[src/rtl/room_scroll_ctrl.sv]
// Room-to-room background transition sequencer: accepts a request, scrolls
// one step per frame toward the new room, holds, then swaps the current room.
module room_scroll_ctrl #(
  parameter int SCREEN_W    = 640,
  parameter int SCREEN_H    = 480,
  parameter int STEP_X      = 16,
  parameter int STEP_Y      = 12,
  parameter int HOLD_FRAMES = 2,
  parameter int START_ROOM  = 0
) (
  input  logic       vga_clk,
  input  logic       Reset,
  input  logic       frame_start,
  input  logic       req_valid,
  input  logic [1:0] req_dir,
  input  logic [3:0] req_room,
  output logic       req_ready,
  output logic [3:0] cur_room,
  output logic [3:0] next_room,
  output logic [1:0] scroll_dir,
  output logic [9:0] scroll_off,
  output logic       active,
  output logic       done
);

  localparam int HW = (HOLD_FRAMES < 2) ? 1 : $clog2(HOLD_FRAMES + 1);

  localparam logic [9:0]    STEP_X_V = 10'(STEP_X);
  localparam logic [9:0]    STEP_Y_V = 10'(STEP_Y);
  localparam logic [9:0]    LIM_X_V  = 10'(SCREEN_W);
  localparam logic [9:0]    LIM_Y_V  = 10'(SCREEN_H);
  localparam logic [HW-1:0] HOLD_V   = HW'(HOLD_FRAMES);
  localparam logic [3:0]    START_V  = 4'(START_ROOM);

  typedef enum logic [2:0] {IDLE, ARM, SCROLL, SETTLE, FINISH} state_t;

  state_t        state_q, state_d;
  logic [HW-1:0] hold_q, hold_d;
  logic [3:0]    cur_d, next_d;
  logic [1:0]    dir_d;
  logic [9:0]    off_d;
  logic          active_d, done_d, ready_d;

  logic [9:0]  step, limit;
  logic [10:0] sum;

  // Vertical directions (1x) use the Y step/limit, horizontal (0x) the X ones.
  assign step  = scroll_dir[1] ? STEP_Y_V : STEP_X_V;
  assign limit = scroll_dir[1] ? LIM_Y_V  : LIM_X_V;
  assign sum   = {1'b0, scroll_off} + {1'b0, step};

  always_ff @(posedge vga_clk or posedge Reset) begin
    if (Reset) begin
      state_q    <= IDLE;
      hold_q     <= '0;
      cur_room   <= START_V;
      next_room  <= START_V;
      scroll_dir <= 2'b00;
      scroll_off <= '0;
      active     <= 1'b0;
      done       <= 1'b0;
      req_ready  <= 1'b1;
    end else begin
      state_q    <= state_d;
      hold_q     <= hold_d;
      cur_room   <= cur_d;
      next_room  <= next_d;
      scroll_dir <= dir_d;
      scroll_off <= off_d;
      active     <= active_d;
      done       <= done_d;
      req_ready  <= ready_d;
    end
  end

  always_comb begin
    state_d  = state_q;
    hold_d   = hold_q;
    cur_d    = cur_room;
    next_d   = next_room;
    dir_d    = scroll_dir;
    off_d    = scroll_off;
    active_d = active;
    done_d   = 1'b0;
    ready_d  = req_ready;

    unique case (state_q)
      IDLE: begin
        if (req_valid && req_ready) begin
          next_d   = req_room;
          dir_d    = req_dir;
          active_d = 1'b1;
          ready_d  = 1'b0;
          if (req_room == cur_room) begin
            state_d = FINISH;
            done_d  = 1'b1;
            cur_d   = req_room;
            off_d   = '0;
          end else begin
            state_d = ARM;
          end
        end
      end

      // scroll_off is 0 in ARM, so the shared adder yields exactly one step.
      ARM, SCROLL: begin
        if (frame_start) begin
          if (sum >= {1'b0, limit}) begin
            off_d   = limit;
            hold_d  = HOLD_V;
            state_d = SETTLE;
          end else begin
            off_d   = sum[9:0];
            state_d = SCROLL;
          end
        end
      end

      SETTLE: begin
        if (frame_start) begin
          if (hold_q <= HW'(1)) begin
            hold_d  = '0;
            state_d = FINISH;
            done_d  = 1'b1;
            cur_d   = next_room;
            off_d   = '0;
          end else begin
            hold_d = hold_q - HW'(1);
          end
        end
      end

      FINISH: begin
        state_d  = IDLE;
        active_d = 1'b0;
        ready_d  = 1'b1;
      end

      default: begin
        state_d  = IDLE;
        active_d = 1'b0;
        ready_d  = 1'b1;
      end
    endcase
  end

endmodule

[config.mk]
export PLATFORM = sky130hd
export DESIGN_NAME = room_scroll_ctrl
export DESIGN_NICKNAME = d
export VERILOG_FILES = /design/src/rtl/room_scroll_ctrl.sv
export SDC_FILE = /design/constraint.sdc
export NUM_CORES = 1
export LEC_CHECK = 0
export ABC_AREA = 1
export CORE_ASPECT_RATIO = 1.75
export CORE_MARGIN = 1.5
export CORE_UTILIZATION = 48
export CTS_BUF_LIST = sky130_fd_sc_hd__clkbuf_4
export DETAILED_ROUTE_END_ITERATION = 10
export PLACE_DENSITY_LB_ADDON = 0.25
export REMOVE_ABC_BUFFERS = 1
export SETUP_SLACK_MARGIN = 0.02
export SLEW_MARGIN = 15
export SYNTH_ARGS = -nofsm -noshare
export SYNTH_HDL_FRONTEND = slang
export SYNTH_SLANG_ARGS = --single-unit
[constraint.sdc]
create_clock -name vga_clk -period 2.6 [get_ports vga_clk]
set_clock_uncertainty 0.15 [all_clocks]
set_input_delay 0.26 -clock vga_clk [delete_from_list [all_inputs] [get_ports vga_clk]]
set_output_delay 0.26 -clock vga_clk [all_outputs]
set_load 0.005 [all_outputs]
* Yosys cells after proc, flatten, opt, wreduce, memory -nomap -nowiden
Index checks and enable logic that the tools add are counted.
Operators by class: add/sub/neg operators 2, order comparisons 2, equality and inequality tests 10, mux-type cells 35, bitwise operators 1, reductions and logical operators 13
Operators by type and width (count):
- $mux W10 | 7
- $pmux W10 S3 | 1
- $mux W4 | 4
- $mux W3 | 5
- $ne A2 B2 Y1 const B | 6
- $add A10 B5 Y11 | 1
- $ge A11 B10 Y1 | 1
- $pmux W3 S3 | 1
- $mux W2 | 4
- $pmux W4 S2 | 1
- $reduce_and A4 Y1 | 2
- $mux W1 | 7
- $eq A3 B2 Y1 const B | 2
- $pmux W1 S2 | 3
- $reduce_and A6 Y1 | 1
- $mux W5 | 1
- $reduce_and A5 Y1 | 1
- $eq A4 B4 Y1 | 1
- $pmux W2 S2 | 1
- $reduce_and A2 Y1 | 2
- $reduce_bool A2 Y1 | 2
- $eq A3 B1 Y1 const B | 1
- $logic_not A3 Y1 | 1
- $reduce_bool A3 Y1 | 1
- 6 further kinds | 6
Storage, ports and cells: bits in registers 28, output and inout bits 23, word-level logic and storage cells 72

* Longest topological paths before layout
word-level depth 6, depth in mapped cells 18

* Worst setup path before layout
No wires, ideal clock.
path kind reg2reg, from reg scroll_dir[1], to reg scroll_off[5], setup time 0.117 ns, data arrival time 2.559 ns, slack -0.226 ns, stages on the path, launching flop included 18, buffers on the path 0, clock period less this slack 2.826 ns, path through dfrtp_1 ha_1 fa_1 nand2_2 nand2_2 nand2_1 xor2_1 inv_1 ha_1 nand2_1 nor2_1 nand2_1 nand2_1 nand2_1 o21ai_4 nand2_2 nand3_1 nand2_1
Between the ends: word-level cells in the longest chain between the ends 6, elaborated cells on any way between the ends 7
RTL lines:
- start: declaration | RTL line 20 | output logic [1:0] scroll_dir,
- start signal: assignment | RTL line 68 | scroll_dir <= dir_d;
- $mux W5 | RTL line 48 | assign step = scroll_dir[1] ? STEP_Y_V : STEP_X_V;
- $add A10 B5 Y11 | RTL line 50 | assign sum = {1'b0, scroll_off} + {1'b0, step};
- $ge A11 B10 Y1 | RTL line 108 | if (sum >= {1'b0, limit}) begin
- $mux W10 (*) | RTL line 108
- $mux W10 (*) | RTL line 107 | if (frame_start) begin
- $pmux W10 S3 (*) | RTL line 87 | unique case (state_q)
- end signal: assignment | RTL line 59 | scroll_off <= '0;
- end signal: assignment | RTL line 69 | scroll_off <= off_d;
- end: declaration | RTL line 21 | output logic [9:0] scroll_off,
Every way passes the cells marked *; elsewhere a longest branch is shown, timed or not. The select of a mux whose other input is x is not followed. A chain may end at the register's enable or synchronous reset.

* Final worst setup path
from reg scroll_dir[1], to reg hold_q[0]
Between the ends: word-level cells in the longest chain between the ends 5, elaborated cells on any way between the ends 6
RTL lines:
- $mux W5 | RTL line 48
- $add A10 B5 Y11 | RTL line 50
- $ge A11 B10 Y1 (*) | RTL line 108
- $ne A2 B2 Y1 (no source line) (*)
- $reduce_and A4 Y1 (no source line) (*)
- end signal: assignment | RTL line 65 | hold_q <= hold_d;
- end: declaration | RTL line 38 | logic [HW-1:0] hold_q, hold_d;
Every way passes the cells marked *; elsewhere a longest branch is shown, timed or not.

==> flow_metrics.py <==
metrics = {
    "synth": {
        "synth_edf_count": 0,
        "ys_seq_area_frac": 0.402,
        "yosys.area.top_type": "dfrtp_1",
        "yosys_most_used_dff": "dfrtp_1",
        "avgSynthCellArea_um2": 7.94,
        "syn_area_um2": 1620,
        "synth_top_area_frac": 0.386,
        "ys_ff_latch": 26,
        "synth_common_cells": "nand2_1 (62), inv_1 (27), dfrtp_1 (25)",
        "yosysMostFrequentCell": "nand2_1",
        "synth_cells": 204,
        "yosysWarnings": 0,
        "async_reset_ff_frac": 1.00,
        "synthTopCellsByArea": "dfrtp_1 (39%), nand2_1 (14%), inv_1 (6.3%)",
        "yosysUniqueCellTypes": 28,
    },
    "die": {
        "ios": 33,
        "die_h_um": 79.9,
        "rows": 27,
        "die_w_um": 46.9,
        "initial_utilization": 0.510,
        "coreArea_um2": 3180,
        "die-area_um2": 3750,
    },
    "detailed_routing": {
        "dr.first_iter.drc_count": 28,
        "final_antenna_net_count": 0,
        "totalWireLength_mm": 3.87,
        "vias": 1528,
        "dr.pass1.iters": 4,
        "avgRoutedWirePerCell_um": 12.6,
        "vias_per_cell": 4.96,
        "drc_errors": 0,
    },
    "layout": {
        "nFillCells": 270,
        "area_delta_synth_final_pct": 41.5,
        "antenna_cells": 0,
        "nets": 284,
        "layout-drive-gt1-share": 0.287,
        "multi_input_area_um2": 931,
        "ff_latch_area_um2": 652,
        "final_util": 0.722,
    },
    "pwr": {
        "seqPwrFrac": 0.267,
        "p_per_area_nw_per_um2": 1220,
        "power_frac_comb": 0.670,
        "ir_drop_mv": 0.801,
        "p_total_uw": 2800,
        "swShare": 0.432,
        "intPower_uw": 1590,
        "leakagePower_uw": 0.00117,
        "clkPwrFrac": 0.062,
        "p_sw_uw": 1210,
    },
    "timing": {
        "setup_viol": 10,
        "fin_hold_ws_ps": 111,
        "period_share": 1.09,
        "rsz0062_at_grt": "yes",
        "hold_violations": 0,
        "fin_setup_tns_ps": -1920,
        "finalMaxSlewViolations": 0,
        "postLayoutSetupSlackWorst_ps": -232,
        "fin_crit_ps": 2830,
        "clock.fmax_mhz": 353,
    },
    "setup_path": {
        "endpoint_kind": "flop",
        "cp-start-kind": "flop",
        "critPathRequiredTime_ps": 2680,
        "slowest_stage": "dfrtp_1",
        "crit_chain": "ha_2 > fa_2 > nand2_2 > nand2_2 > nand2_2 > xor2_2 > inv_2 > ha_4 > nand2_2 > nor2_1 > nand2_1 > nand2_2 > nand2_2 > o21ai_4 > nand3_2 > nand2_1 > nand2_1",
        "arrival_ps": 2920,
        "path_class": "flop to flop",
        "cp_common_cell": "nand2_2",
        "worst_path_largest_cell_delay_ps": 440,
        "crit_fanout": 5,
    },
    "job": {
        "cap_violations": 0,
    },
    "clock_network": {
        "path_clk_slew_ps": 140,
        "ctsHtreeMaxLevel": 1,
        "worst_skew_pair.late_latency_ps": 330,
        "cts_tree": "built",
        "cts_sinks": 26,
        "cts_buffer_depth": 2,
        "cts-buffers-inserted": 3,
        "holdBufCountCts": 0,
        "clockRootBuffer": "clkbuf_4",
    },
    "global_route": {
        "grt_pass1_vias": 1539,
        "grt_usage": 0.228,
        "grt_max_degree": 27,
        "grt_pass1_wl_mm": 6.23,
        "antenna_found_initial": 0,
        "grt_remaining_overflow": 0,
    },
    "worst_hold_path": {
        "hold_path.class": "input port to asynchronous set/reset pin",
    },
    "place": {
        "dp_slack_ps": -247,
        "port_buffers": 30,
        "hpwl_mm": 2.74,
        "place_congestion": 0.876,
    },
    "outcome": {
        "status": "finished with violations",
        "violations": "negative setup slack",
    },
}
## area by class of cell
cell class | count | share of cell area
multi-input combinational | 146 | 0.406
sequential | 26 | 0.284
timing repair buffer | 59 | 0.226
inverter | 30 | 0.0491
tap | 43 | 0.0235
clock buffer | 3 | 0.00982
clock inverter | 1 | 0.00164
## repair_timing
item,CTS,global route
buffers inserted,12,1
endpoints found under the setup margin,11,11
pin swaps,4,10
gates cloned,0,0
resized for setup,7,13
## layer usage
metal / routed length (um) / GRT usage / vias to the layer above / part of all wire
met5: 0 / 0 / - / 0
met4: 110 / 0.100 / 0 / 0.028
met3: 99 / 0.0226 / 11 / 0.026
met2: 2130 / 0.426 / 33 / 0.55
met1: 1530 / 0.234 / 714 / 0.39
li1: - / - / 770 / -
## worst paths after layout
kind,from,end,slack [ps],depth (start not counted)
max,scroll_dir[1],hold_q[0],-230,17
max in group asynchronous,Reset,req_ready,1890,3
min in group vga_clk,req_dir[1],scroll_dir[1],350,3
max reg2reg,scroll_dir[1],hold_q[0],-230,17
min reg2reg,active,active,360,2
min,Reset,scroll_off[3],110,3
## through the flow
step	std cells	cell area (um^2)
floorplan	202	1600
global placement	291	2080
detailed placement	291	2080
CTS	307	2240
global route	308	2290
finish	308	2290
## flip-flops by register name (all words and copies together) (netlist names)
signal	flops
req_ready	1
active	1
next_room	4
done	1
scroll_off	8
cur_room	4
hold_q	2
state_q	3
scroll_dir	2
## cell usage in the layout, fill, tap and decap left out, types with 6 or more instances in the layout
master / n
buf_4: 29
o21ai_0: 16
nand2_1: 57
inv_1: 24
inv_2: 6
nand2_2: 11
nand3_2: 8
nand3_1: 12
dfrtp_1: 25
nor2_1: 7
clkdlybuf4s50_1: 30
## power by group through the flow
stage	clock network (uW)	logic [uW]	registers, uW
floorplan	0	906	746
global placement	0	1540	744
detailed placement	0	1580	746
CTS	180	1760	746
global route	195	2060	779
finish	175	1880	749
## cell families after synthesis
| family | after synthesis | synth area share |
|---|---|---|
| XOR/XNOR | 7 | 0.0378 |
| flip-flops | 26 | 0.402 |
| AND/OR/NAND/NOR | 103 | 0.301 |
| buffers and inverters | 33 | 0.0818 |
| multiplexers | 1 | 0.00695 |
| AO/OA/AOI/OAI | 25 | 0.101 |
| other | 1 | 0.00231 |
| adder cells (fa/ha/maj) | 8 | 0.0664 |
## worst max-delay path, delay by kind of cell (launching register included)
kind                       cells  cell delay, ps
adders and majority gates      3             830
AOI/OAI and AO/OA              1             240
buffers and inverters          1              70
and+or+nand+nor               11             820
DFF                            1             440
xor gates and xnor gates       1             190
(Power assumes the default switching activity.)
==> edit 1: new RTL, config.mk and constraints unchanged <==
Set the parameter `SCREEN_W` to 320 (it was 640).
--- a/src/rtl/room_scroll_ctrl.sv
+++ b/src/rtl/room_scroll_ctrl.sv
@@ -1,7 +1,7 @@
 // Room-to-room background transition sequencer: accepts a request, scrolls
 // one step per frame toward the new room, holds, then swaps the current room.
 module room_scroll_ctrl #(
-  parameter int SCREEN_W    = 640,
+  parameter int SCREEN_W    = 320,
   parameter int SCREEN_H    = 480,
   parameter int STEP_X      = 16,
   parameter int STEP_Y      = 12,
Behaviour: no difference found for any inputs over 10 cycles, from zero or initial values and one cycle with Reset high; that may be too few to reach the edited logic, so the function may still have changed.
==> edit 1 against the original RTL <==
Routed wire length fell by 5.2%; final area is 11% lower; core utilization decreased by 3.5 points; via count is 11% lower; area after synthesis decreased by 7.3%; the flow still finishes with violations (negative setup slack); highest routed layer unchanged; fmax rose by 8.0%; sequential cell count did not move; total power is 9.9% lower; worst setup slack improved by 210 ps.
==> edit 1: results (changes against the original RTL) <==
* Crit Path Max Fanout at 7 (was 5)
* Reg2reg start: scroll_dir[1] (unchanged)
* TritonRoute pass-1 iters at 4 (unchanged)
* Hold WC Path Type: in2async (unchanged)
* CTS buffer count at 3 (unchanged)
* Yosys cell types at 29 (was 28)
* WHS at 132.7 ps (was 110.9 ps)
* Vias at 1,364 (was 1,528)
* Share of flip-flops with an asynchronous set or reset at 1.000 (unchanged)
* Synth top cells by count: nand2_1 (54), dfrtp_1 (25), inv_1 (24), nor2_1 (12), nand3_1 (10) (was nand2_1 (62), inv_1 (27), dfrtp_1 (25), o21ai_0 (16), nand3_1 (14))
* Largest regs: scroll_off (8), cur_room (4), next_room (4) (unchanged)
* Placed inst area at 1868 um^2 (was 2078 um^2)
* Post-Place Cells at 256 (was 291)
* Synth top area cells: dfrtp_1 (42%), nand2_1 (14%), inv_1 (6.0%), ha_1 (4.2%), mux2_2 (3.8%) (was dfrtp_1 (39%), nand2_1 (14%), inv_1 (6.3%), ha_1 (5.4%), o21ai_0 (4.9%))
* Family with the most delay on the worst path: simple AND/OR/NAND/NOR gates (was adder cells)
* Post-Place Worst Slack at -47.66 ps (was -247.2 ps)
* Port Buffers at 30 (unchanged)
* GRT Overall Usage at 0.2140 (was 0.2277)
* Drt wl/cell at 13.90 um (was 12.56 um)
* Setup TNS at -23.07 ps (was -1920 ps)
* CP max stage delay at 440 ps (about the same)
* Finish-stage setup viols at 1 (was 10)
* Global placer's final weighted congestion at 0.8875 (was 0.8762)
* Crit-path slowest cell: dfrtp_1 (unchanged)
* FF-to-FF End: scroll_off[3] (was hold_q[0])
* H-tree level count at 1 (unchanged)
* Failing checks: negative setup slack (unchanged)
* Wl on met1 at 1.296 mm (was 1.525 mm)
* YS warnings at 0 (unchanged)
* Share of cells above drive strength 1 at 0.1937 (was 0.2868)
* Worst-Skew Late Latency at 320 ps
* Status: finished with violations (unchanged)
* Clock Pin Slew Worst Setup and Hold Paths at 140 ps (about the same)
* Sequential share of the synthesized area at 0.4342 (was 0.4023)
* Routed wl met3 at 106 um (was 99 um)
* Detailed Route WL at 3.669 mm (was 3.869 mm)
* DR WL met2 at 2.186 mm (was 2.133 mm)
* DRT iter0 DRCs at 28 (unchanged)
* First-pass GRT wire length at 5.740 mm (was 6.230 mm)
* DR top layer: met4 (unchanged)
* Final nets at 239 (was 284)
* Largest net degree at the start of global routing at 27 (unchanged)
* Clock Path Buffers at 2 (unchanged)
* R2R depth at 16 (was 17)
* Root Driver: clkbuf_4 (unchanged)
* Mapped Cells at 182 (was 204)
* Max IR drop VDD at 0.7418 mV (was 0.8009 mV)
* Lkg Pwr at 0.0009712 uW (was 0.001170 uW)
* Final worst slack at -23.07 ps (was -232.3 ps)
* Post-detailed-placement half-perimeter wirelength at 2.692 mm (was 2.743 mm)
* Antenna Cells at 0 (unchanged)
* Initial antenna violation count at 0 (unchanged)
-- edit 1: cell types whose count changed in the layout (fill, tap and decap cells not counted), sizes merged, moves of 2 or more --
cell   before  now
nor2       10   12
o22ai       0    3
inv        30   26
nand3      20   12
a31oi       0    4
mux2        1    5
o21ai      18   10
buf        29    8
ha          7    5
a21oi       5    3
xor2        2    0
nand2      68   60
-- edit 1: how the worst max path moves through the flow --
| stage | from | endpoint | slack [ps] | cells after the start |
|---|---|---|---|---|
| 6_report | scroll_dir[1] | scroll_off[3] | -20 | 16 |
| 5_1_grt | scroll_dir[1] | hold_q[1] | -120 | 18 |
| 4_1_cts | scroll_dir[1] | scroll_off[6] | 20 | 18 |
| 3_5_place_dp | scroll_dir[1] | scroll_off[3] | -50 | 17 |
| 3_3_place_gp | scroll_dir[1] | scroll_off[8] | 90 | 15 |
| 2_1_floorplan | scroll_dir[1] | hold_q[1] | 90 | 17 |
-- edit 1: report_power, final --
| group | switching (uW) | leakage [uW] | internal [uW] |
|---|---|---|---|
| clock | 119 | 0.0000279 | 156 |
| combinational | 755 | 0.000624 | 747 |
| sequential | 167 | 0.000319 | 581 |
-- edit 1: routing by layer --
| layer | up-vias | global-route usage |
|---|---|---|
| met2 | 30 | 0.4100 |
| li1 | 657 | - |
| met5 | - | 0 |
| met3 | 9 | 0.02353 |
| met4 | 0 | 0.06765 |
| met1 | 668 | 0.2222 |
-- edit 1: layout make-up --
| cell class | count | area (um^2) |
|---|---|---|
| Fill cell | 233 | 924.6 |
| Multi-Input combinational cell | 127 | 813.3 |
| Sequential cell | 26 | 651.9 |
| Timing Repair Buffer | 38 | 364.1 |
| Inverter | 27 | 101.3 |
| Tap cell | 42 | 52.55 |
| Clock inverter | 1 | 30.03 |
| Clock buffer | 3 | 22.52 |
-- edit 1: cells by family (layout without fill, tap and decap cells) --
logic type                 Yosys count  count (layout)  share of synthesized area
xor gates and xnor gates             6               6                    0.03500
other                                1               2                   0.002498
buffers and inverters               30              69                    0.08083
and+or+nand+nor                     86              86                     0.2533
adders and majority gates            6               6                    0.05500
DFF                                 26              26                     0.4342
AOI/OAI and AO/OA                   22              22                     0.1017
muxes                                5               5                    0.03750
-- edit 1: worst register-to-register path, delay by kind of cell, from the launching register on --
family	cells	cell delay [ps]
AND/OR/NAND/NOR	9	880
adder cells (fa/ha/maj)	2	550
flip-flops	1	440
buffers and inverters	2	210
AO/OA/AOI/OAI	2	170
XOR/XNOR	1	130
-- edit 1: what timing repair did --
item,CTS,global route
setup buffers,2,2
endpoints found under the setup margin,9,10
hold buffers,0,0
resized for setup,0,18
pin swaps,1,5
==> edit 2: new RTL, same flow settings <==
Without the edit above. Encoding of `state_t`: now one-hot (5 bits for 5 states).
--- a/src/rtl/room_scroll_ctrl.sv
+++ b/src/rtl/room_scroll_ctrl.sv
@@ -32,7 +32,7 @@
   localparam logic [HW-1:0] HOLD_V   = HW'(HOLD_FRAMES);
   localparam logic [3:0]    START_V  = 4'(START_ROOM);
 
-  typedef enum logic [2:0] {IDLE, ARM, SCROLL, SETTLE, FINISH} state_t;
+  typedef enum logic [4:0] {IDLE = 5'b00001, ARM = 5'b00010, SCROLL = 5'b00100, SETTLE = 5'b01000, FINISH = 5'b10000} state_t;
 
   state_t        state_q, state_d;
   logic [HW-1:0] hold_q, hold_d;
Behaviour: same outputs for any inputs over 10 cycles, from zero or initial values and one cycle with Reset high; not proved beyond that.
==> edit 2 against the original RTL <==
The run still ends with negative setup slack left; highest routed layer unchanged; worst setup slack gained 52 ps; routed wire length rose by 15%; area after synthesis grew 10%; final area up 11%; combinational power fell by 23%; total power fell by 17%; critical endpoint is now scroll_off[2]; sequential power shrank 3.6%; sequential cell count increased by 2.
==> edit 2: results (changes against the original RTL) <==
* Status: finished with violations (unchanged)
* Failing checks: negative setup slack (unchanged)
* Synth top area cells: dfrtp_1 (36%), nand2_1 (16%), inv_1 (6.1%), ha_1 (4.9%), nand3_1 (4.2%) (was dfrtp_1 (39%), nand2_1 (14%), inv_1 (6.3%), ha_1 (5.4%), o21ai_0 (4.9%))
* DRT iter0 DRCs at 38 (was 28)
* Yosys cell types at 29 (was 28)
* Post-Place Cells at 326 (was 291)
* Share of cells above drive strength 1 at 0.3174 (was 0.2868)
* Post-detailed-placement half-perimeter wirelength at 3.186 mm (was 2.743 mm)
* Setup TNS at -1660 ps (was -1920 ps)
* CP max stage delay at 480 ps (was 440 ps)
* Adder-Cell Fraction of Synth Area at 0.06018 (was 0.06641)
* Clock Pin Slew Worst Setup and Hold Paths at 140 ps (about the same)
* GRT Overall Usage at 0.2246 (was 0.2277)
* First-pass GRT wire length at 7.279 mm (was 6.230 mm)
* Multiplexer area fraction after synthesis at 0 (was 0.006950)
* Vias in the first global route at 1,674 (was 1,539)
* Sequential share of the synthesized area at 0.3933 (was 0.4023)
* Crit Path Max Fanout at 6 (was 5)
* Post-Place Worst Slack at -259.1 ps (was -247.2 ps)
* Root Driver: clkbuf_4 (unchanged)
* Synth top cells by count: nand2_1 (77), inv_1 (29), dfrtp_1 (26), nand3_1 (15), o21ai_0 (13) (was nand2_1 (62), inv_1 (27), dfrtp_1 (25), o21ai_0 (16), nand3_1 (14))
* Detailed Route WL at 4.440 mm (was 3.869 mm)
* Drt wl/cell at 13.10 um (was 12.56 um)
* Final worst slack at -180.0 ps (was -232.3 ps)
* Synthesized area per cell at 7.740 um^2 (was 7.943 um^2)
* Via-to-Cell Ratio at 5.021 (was 4.961)
* Finish-stage setup viols at 12 (was 10)
* Lkg Pwr at 0.001282 uW (was 0.001170 uW)
* Largest regs: scroll_off (8), state_q (5) (was scroll_off (8), cur_room (4), next_room (4))
* Largest net degree at the start of global routing at 29 (was 27)
* R2R depth at 16 (was 17)
* Switching share of total power at 0.4300 (was 0.4323)
* Crit-path slowest cell: dfrtp_2 (was dfrtp_1)
* Compound-Gate Fraction of Synth Area at 0.07348 (was 0.1012)
-- edit 2: cell types whose count changed after synthesis, sizes merged, moves of 2 or more --
cell	before	now
nor3	1	3
o21ai	18	15
nand2	68	89
nand4	3	5
inv	30	35
-- edit 2: per-layer routing --
metal,part of all wire,global-route usage
met1,0.38,0.2432
met2,0.56,0.4214
met3,0.022,0.01971
met4,0.034,0.1065
met5,0,0
-- edit 2: final cells by class --
type	count	area, um^2	area share
Clock buffer	3	22.52	0.008815
Inverter	35	131.4	0.05142
Multi-Input combinational cell	166	1091	0.4270
Sequential cell	28	704.4	0.2757
Tap cell	46	57.56	0.02253
Timing Repair Buffer	61	548.0	0.2145
-- edit 2: path summary, 6_finish.rpt --
| kind | start | end | slack, ps |
|---|---|---|---|
| max | scroll_dir[1] | scroll_off[2] | -180 |
| min | Reset | scroll_dir[1] | 130 |
| max reg2reg | scroll_dir[1] | scroll_off[2] | -180 |
| min reg2reg | scroll_dir[0] | scroll_dir[0] | 350 |
| max in group asynchronous | Reset | state_q[0] | 1860 |
| min in group vga_clk | req_dir[0] | scroll_dir[0] | 310 |
-- edit 2: what timing repair did --
action                                  in CTS  in global routing
pin swaps                                    9                 16
buffers inserted                             8                  2
endpoints found under the setup margin      12                 12
hold buffers                                 0                  0
gates resized for setup                     13                 26
-- edit 2: worst max-delay path, delay by kind of cell, from the launching register on --
| kind | cells | cell delay, ps |
|---|---|---|
| AOI/OAI and AO/OA | 3 | 520 |
| adders and majority gates | 3 | 730 |
| buffers and inverters | 2 | 180 |
| DFF | 1 | 480 |
| and+or+nand+nor | 8 | 680 |
-- edit 2: cells by family after synthesis --
logic type / count (synthesis)
simple gates: 127
buf+inv: 38
flops: 28
compound gates: 22
fa+ha+maj: 8
xor+xnor: 7
other cells: 1
-- edit 2: stage by stage --
step / total power, uW / hold WS [ps]
6_report: 2332 / 127.7
5_1_grt: 2532 / 129.4
2_1_floorplan: 1443 / 173.9
4_1_cts: 2264 / 137.6
3_3_place_gp: 1976 / 311.3
3_5_place_dp: 1998 / 313.7
-- edit 2: power by group through the flow --
stage,Sequential (uW),Combinational [uW],Clock (uW)
final,722,1440,174
after global routing,739,1600,197
after CTS,715,1370,179
after detailed placement,718,1280,0
after global placement,714,1260,0
after floorplan,722,721,0
